`src/rtl/send_ctrl_pkg.sv`:
```
// Shared types and the slot-to-DDR address helper for the send command dispatcher.
package send_ctrl_pkg;

    localparam int ADDR_W = 25;
    localparam int SLOT_W = 6;

    typedef enum logic {
        CH1 = 1'b0,
        CH2 = 1'b1
    } chan_t;

    typedef enum logic [1:0] {
        IDLE   = 2'd0,
        SELECT = 2'd1,
        PULSE  = 2'd2
    } disp_state_t;

    // Slot start address; anything past 2^ADDR_W wraps silently.
    function automatic logic [ADDR_W-1:0] slot_to_addr(
        input logic [ADDR_W-1:0] base,
        input logic [SLOT_W-1:0] slot,
        input int unsigned       shift
    );
        logic [ADDR_W-1:0] offset;
        offset = ADDR_W'(slot) << shift;
        return base + offset;
    endfunction

endpackage

```
`src/rtl/cmd_slot_fifo.sv`:
```
// Synchronous FIFO of slot indices; push is ignored when full, pop when empty.
module cmd_slot_fifo
    import send_ctrl_pkg::*;
#(
    parameter int DEPTH = 8
) (
    input  logic                   clk,
    input  logic                   rst_n,
    input  logic                   push,
    input  logic [SLOT_W-1:0]      push_data,
    input  logic                   pop,
    output logic [SLOT_W-1:0]      pop_data,
    output logic                   full,
    output logic                   empty,
    output logic [$clog2(DEPTH):0] level
);

    localparam int PTR_W = $clog2(DEPTH);
    localparam logic [PTR_W:0]   FULL_CNT = (PTR_W+1)'(DEPTH);
    localparam logic [PTR_W:0]   CNT_ONE  = (PTR_W+1)'(1);
    localparam logic [PTR_W-1:0] PTR_ONE  = PTR_W'(1);

    logic [SLOT_W-1:0] mem_r [DEPTH];
    logic [PTR_W-1:0]  wr_ptr_r;
    logic [PTR_W-1:0]  rd_ptr_r;
    logic [PTR_W:0]    count_r;
    logic              do_push_s;
    logic              do_pop_s;

    // Qualify requests against the occupancy seen before this edge.
    always_comb begin
        do_push_s = 1'b0;
        do_pop_s  = 1'b0;
        if (push && (count_r != FULL_CNT)) begin
            do_push_s = 1'b1;
        end else begin
            do_push_s = 1'b0;
        end
        if (pop && (count_r != {(PTR_W+1){1'b0}})) begin
            do_pop_s = 1'b1;
        end else begin
            do_pop_s = 1'b0;
        end
    end

    // Storage, pointers and occupancy count.
    always_ff @(posedge clk or negedge rst_n) begin
        if (!rst_n) begin
            for (int i = 0; i < DEPTH; i++) begin
                mem_r[i] <= {SLOT_W{1'b0}};
            end
            wr_ptr_r <= {PTR_W{1'b0}};
            rd_ptr_r <= {PTR_W{1'b0}};
            count_r  <= {(PTR_W+1){1'b0}};
        end else begin
            if (do_push_s) begin
                mem_r[wr_ptr_r] <= push_data;
                wr_ptr_r        <= wr_ptr_r + PTR_ONE;
            end
            if (do_pop_s) begin
                rd_ptr_r <= rd_ptr_r + PTR_ONE;
            end
            case ({do_push_s, do_pop_s})
                2'b10:   count_r <= count_r + CNT_ONE;
                2'b01:   count_r <= count_r - CNT_ONE;
                default: count_r <= count_r;
            endcase
        end
    end

    assign pop_data = mem_r[rd_ptr_r];
    assign full     = (count_r == FULL_CNT);
    assign empty    = (count_r == {(PTR_W+1){1'b0}});
    assign level    = count_r;

endmodule

```
`src/rtl/send_cmd_dispatcher.sv`:
```
// Queues PCIe send requests and dispatches them round-robin to two send_packet
// channels, keeping a minimum spacing between pulses on the same channel.
module send_cmd_dispatcher
    import send_ctrl_pkg::*;
#(
    parameter logic [ADDR_W-1:0] ADDR_BASE  = 25'h0000000,
    parameter int unsigned       SLOT_SHIFT = 10,
    parameter int                FIFO_DEPTH = 8,
    parameter int unsigned       GAP_CYCLES = 1500,
    parameter int                GAP_W      = 16
) (
    input  logic                        clk_clk,
    input  logic                        reset_reset_n,
    input  logic                        pcie_send_control_signal,
    input  logic [SLOT_W-1:0]           pcie_send_control_start_ram_addr,
    input  logic                        ddr_ready_ram_ready,
    input  logic                        mac_inited_mac_inited,
    output logic [ADDR_W-1:0]           send_packet_1_control_start_ram_addr,
    output logic                        send_packet_1_control_cmd_send,
    output logic [ADDR_W-1:0]           send_packet_2_control_start_ram_addr,
    output logic                        send_packet_2_control_cmd_send,
    output logic [$clog2(FIFO_DEPTH):0] fifo_level,
    output logic                        overflow
);

    localparam logic [GAP_W-1:0] GAP_LOAD = GAP_W'(GAP_CYCLES);
    localparam logic [GAP_W-1:0] GAP_ONE  = GAP_W'(1);
    localparam logic [GAP_W-1:0] GAP_ZERO = {GAP_W{1'b0}};

    disp_state_t       state_r;
    chan_t             rr_r;
    chan_t             chan_r;
    chan_t             pick_s;
    logic [GAP_W-1:0]  gap1_r;
    logic [GAP_W-1:0]  gap2_r;
    logic              rdy1_s;
    logic              rdy2_s;
    logic              en_s;
    logic              sig_q_r;
    logic              req_s;
    logic              pop_s;
    logic              full_s;
    logic              empty_s;
    logic [SLOT_W-1:0] head_s;
    logic [ADDR_W-1:0] addr_s;
    logic [ADDR_W-1:0] addr1_r;
    logic [ADDR_W-1:0] addr2_r;
    logic              cmd1_r;
    logic              cmd2_r;
    logic              overflow_r;

    cmd_slot_fifo #(
        .DEPTH (FIFO_DEPTH)
    ) u_fifo (
        .clk       (clk_clk),
        .rst_n     (reset_reset_n),
        .push      (req_s),
        .push_data (pcie_send_control_start_ram_addr),
        .pop       (pop_s),
        .pop_data  (head_s),
        .full      (full_s),
        .empty     (empty_s),
        .level     (fifo_level)
    );

    // Request detection, readiness and channel choice.
    always_comb begin
        req_s  = pcie_send_control_signal & ~sig_q_r;
        en_s   = ddr_ready_ram_ready & mac_inited_mac_inited;
        rdy1_s = (gap1_r == GAP_ZERO);
        rdy2_s = (gap2_r == GAP_ZERO);
        pop_s  = (state_r == SELECT);
        addr_s = slot_to_addr(ADDR_BASE, head_s, SLOT_SHIFT);
        pick_s = CH1;
        if (rr_r == CH1) begin
            if (rdy1_s) begin
                pick_s = CH1;
            end else begin
                pick_s = CH2;
            end
        end else begin
            if (rdy2_s) begin
                pick_s = CH2;
            end else begin
                pick_s = CH1;
            end
        end
    end

    // Registered strobe for edge detect and sticky drop flag.
    always_ff @(posedge clk_clk or negedge reset_reset_n) begin
        if (!reset_reset_n) begin
            sig_q_r    <= 1'b0;
            overflow_r <= 1'b0;
        end else begin
            sig_q_r <= pcie_send_control_signal;
            if (req_s && full_s) begin
                overflow_r <= 1'b1;
            end
        end
    end

    // Dispatch FSM with its address, pulse and gap-counter registers.
    always_ff @(posedge clk_clk or negedge reset_reset_n) begin
        if (!reset_reset_n) begin
            state_r <= IDLE;
            rr_r    <= CH1;
            chan_r  <= CH1;
            gap1_r  <= GAP_ZERO;
            gap2_r  <= GAP_ZERO;
            addr1_r <= {ADDR_W{1'b0}};
            addr2_r <= {ADDR_W{1'b0}};
            cmd1_r  <= 1'b0;
            cmd2_r  <= 1'b0;
        end else begin
            cmd1_r <= 1'b0;
            cmd2_r <= 1'b0;
            if (!rdy1_s) begin
                gap1_r <= gap1_r - GAP_ONE;
            end
            if (!rdy2_s) begin
                gap2_r <= gap2_r - GAP_ONE;
            end
            case (state_r)
                IDLE: begin
                    if (!empty_s && en_s && (rdy1_s || rdy2_s)) begin
                        chan_r  <= pick_s;
                        state_r <= SELECT;
                    end
                end
                SELECT: begin
                    if (chan_r == CH1) begin
                        addr1_r <= addr_s;
                    end else begin
                        addr2_r <= addr_s;
                    end
                    state_r <= PULSE;
                end
                PULSE: begin
                    // The gap load deliberately overrides the decrement above.
                    if (chan_r == CH1) begin
                        cmd1_r <= 1'b1;
                        gap1_r <= GAP_LOAD;
                        rr_r   <= CH2;
                    end else begin
                        cmd2_r <= 1'b1;
                        gap2_r <= GAP_LOAD;
                        rr_r   <= CH1;
                    end
                    state_r <= IDLE;
                end
                default: state_r <= IDLE;
            endcase
        end
    end

    assign send_packet_1_control_start_ram_addr = addr1_r;
    assign send_packet_2_control_start_ram_addr = addr2_r;
    assign send_packet_1_control_cmd_send       = cmd1_r;
    assign send_packet_2_control_cmd_send       = cmd2_r;
    assign overflow                             = overflow_r;

endmodule

```
`config.mk`:
```
export PLATFORM = sky130hd
export DESIGN_NAME = send_cmd_dispatcher
export DESIGN_NICKNAME = d
export VERILOG_FILES = /design/src/rtl/send_ctrl_pkg.sv /design/src/rtl/cmd_slot_fifo.sv /design/src/rtl/send_cmd_dispatcher.sv
export SDC_FILE = /design/constraint.sdc
export NUM_CORES = 1
export LEC_CHECK = 0
export CORE_AREA = 5 5 134 136
export DETAILED_ROUTE_END_ITERATION = 8
export DIE_AREA = 0 0 139 141
export PLACE_DENSITY_LB_ADDON = 0.05
export SKIP_LAST_GASP = 1
export SYNTH_ARGS = -nofsm -noshare
export SYNTH_HDL_FRONTEND = slang
export SYNTH_HIERARCHICAL = 1
export SYNTH_SLANG_ARGS = --single-unit
```
`constraint.sdc`:
```
create_clock -name clk_clk -period 6 [get_ports clk_clk]
set_input_delay 0.9 -clock clk_clk [delete_from_list [all_inputs] [get_ports clk_clk]]
set_output_delay 0.9 -clock clk_clk [all_outputs]
set_load 0.05 [all_outputs]
```
==> out/metrics.cfg <==
[clocking]
htreeDepth=3
clk_latency_ns=0.35
cts_buffers=9
cts_tree=built
post_cts_buffers=0
clk_path_buf_depth=2
cts.sinks=110
cts-root-buf=clkbuf_16
clkTransAtPathRegs_ns=0.08
holdBufCountCts=0
post_cts_resized=0

[synthesis]
synth_xor_area_share_pct=1.20
yosys_warnings=6
synthMuxAreaShare_pct=19.9
synth.most_common_cell=dfrtp_1
synth_cells=479
synthArstFlopShare_pct=100
synth_area_um2=5840
synth_fa_ha_area_share_pct=2.27
synth_compound_area_share_pct=6.27
synth_top_area_share_pct=47.1
ys_seq_area_share_pct=47.1
yosysTopAreaCell=dfrtp_1
synth-seq-cells=110
avgSynthCellArea_um2=12.2
synth_common_cells=dfrtp_1 (110), buf_4 (40), mux2_2 (32), nor2_1 (25), mux2_1 (24)
synthTopCellsByArea=dfrtp_1 (47%), mux2_2 (6.2%), buf_4 (5.1%)
synthFlopType=dfrtp_1
synth_edf_count=0
synth_top_family_by_area=multiplexers
synth_cell_type_count=68
synthSimpleGateAreaFrac_pct=15.5

[hold_path]
worstHoldStart=overflow$_DFFE_PN0P_
hp-class=reg -> reg

[sta]
hold_viol=0
rsz0062_at_grt=no
slew_headroom_pct=34.5
setup-tns-final_ns=0
skew_ns=0.00899
final_max_slew_viol_count=0
worst_slew_pin_slew_ns=0.983
setup_viol=0
fin_crit_sh_pct=56.6
fmax_mhz=295
layout_min_cycle_time_ns=3.39
holdWs_ns=0.466

[placement]
dp_hpwl_um=8420
dpl_cell_area_um2=6180
dpl.cell_count=717
port_buffers=29
gp_congestion=0.751

[pwr]
p_leak_nw=2.85
max-vdd-ir-drop_uv=161
power.density_nw_per_um2=469

[worst_setup_path]
crit_path_max_fanout=9
critPathTopFamily=simple AND/OR/NAND/NOR gates
r2r_end=u_fifo/level[3]$_DFFE_PN0P_
endpoint=u_fifo/level[3]$_DFFE_PN0P_
path_cells=clkdlybuf4s50_1 -> nor2b_1 -> nand2_1 -> ha_1 -> ha_1 -> or4b_2 -> o311ai_0 -> o211ai_1
cp.arrival_ns=3.62
cp.depth=8
reg2reg_slack_ns=2.91
crit_buf_inv=1
cp.required_ns=6.23
rr_worst_depth=7
r2r_start=u_fifo/level[2]$_DFFE_PN0P_
cp-startpoint=pcie_send_control_signal
crit_slowest_cell=or4b_2
max_stage_delay_ns=0.66
crit_top_cell=ha_1
endpoint_kind=register
crit_type=in -> reg
crit_path_start_kind=input pin

[global_routing]
grt_start_max_net_pins=76
grt_pass1_wl_um=20700
antenna_found_initial=0
grt_pass1_vias=3745
globalRouteTotalUtil_pct=13.3
overflow=0

[finish]
final_core_util_pct=38.6
num_antenna_cells=0
layout.nets=524
drive_above_1_share_pct=20.1
syn2layout_area_growth_pct=11.1
fin_cells=733
postLayoutCellArea_um2=6490

[detailed_routing]
drt-vias-per-instance=4.98
drtAntennaViolNets=0
vias=3653
drtIter0Drc=164
drcViolationCount=0
firstDrtPassIters=4
routedWlPerCell_um=17.1
drt_wl_total_um=12500

[run]
max_cap_viol_count=0

[floorplan]
io_pins=68
row_count=48
die-area_um2=19600
die_h_um=141
coreArea_um2=16800
die-width_um=139
initial_core_util_pct=34.7

[status]
status=finished clean

## logic make-up after synthesis
| family | Yosys count |
|---|---|
| multiplexers | 88 |
| buffers and inverters | 72 |
| flip-flops | 110 |
| adder cells (fa/ha/maj) | 10 |
| other | 1 |
| XOR/XNOR | 8 |
| AO/OA/AOI/OAI | 57 |
| AND/OR/NAND/NOR | 133 |
## metrics by stage
| stage | worst slack [ns] | power, W |
|---|---|---|
| 2_1_floorplan | 2.94 | 0.00217 |
| 3_3_place_gp | 2.37 | 0.00240 |
| 3_5_place_dp | 2.22 | 0.00243 |
| 4_1_cts | 2.61 | 0.00309 |
| 5_1_grt | 2.49 | 0.00326 |
| 6_report | 2.61 | 0.00305 |
## final cells by class
type	instances	area, um^2
Tap cell	225	282
Fill cell	1630	10300
Inverter	18	70.1
Clock inverter	7	86.3
Multi-Input combinational cell	334	2780
Timing Repair Buffer	30	295
Clock buffer	9	225
Sequential cell	110	2750
## layer usage
metal	global-route usage, %	routed length, um
met1	16.1	5440
met4	2.83	111
met3	3.66	459
met2	23.7	6500
met5	0	0
## cell usage in the layout (no fill, tap or decap), types with 3 or more instances in the layout
master           instances
a21oi_1                 18
a31oi_1                  6
and2_1                   5
and3_1                   4
and4_1                   4
clkbuf_16                9
clkdlybuf4s50_1         28
conb_1                  38
dfrtp_1                110
ha_1                     9
inv_1                   17
mux2_1                  24
mux2_2                  32
mux2_4                  12
mux2i_1                  8
mux4_2                  12
nand2_1                 23
nand2b_1                 3
nand3_1                  7
nand4_1                  6
nand4b_1                 3
nor2_1                  25
nor2b_1                  5
nor3_1                   5
nor3b_1                  6
nor4_1                   5
nor4_4                   3
o21ai_0                  9
o21ai_1                  6
or4_1                    5
xnor2_1                  7
## how the worst min path moves through the flow
stage	end	slack, ns	depth (start not counted)
3_3_place_gp	overflow$_DFFE_PN0P_	0.45	1
3_5_place_dp	overflow$_DFFE_PN0P_	0.45	1
2_1_floorplan	u_fifo/mem_r[10]$_DFFE_PN0P_	0.45	1
5_1_grt	overflow$_DFFE_PN0P_	0.50	1
6_report	overflow$_DFFE_PN0P_	0.47	1
4_1_cts	overflow$_DFFE_PN0P_	0.48	1
## registers in the layout, summed over array words and instances, names as in the netlist, 3 cells and up
signal and cells:
u_fifo/mem_r 48, gap1_r 16, gap2_r 16, send_packet_1_control_start_ram_addr 6
send_packet_2_control_start_ram_addr 6, u_fifo/level 4, u_fifo/rd_ptr_r 3, u_fifo/wr_ptr_r 3
## power breakdown
part	switching (W)	internal, W
Sequential	0.000315	0.00104
Clock	0.000303	0.000334
Combinational	0.000515	0.000544
Total	0.00113	0.00191
(Power assumes the default switching activity.)
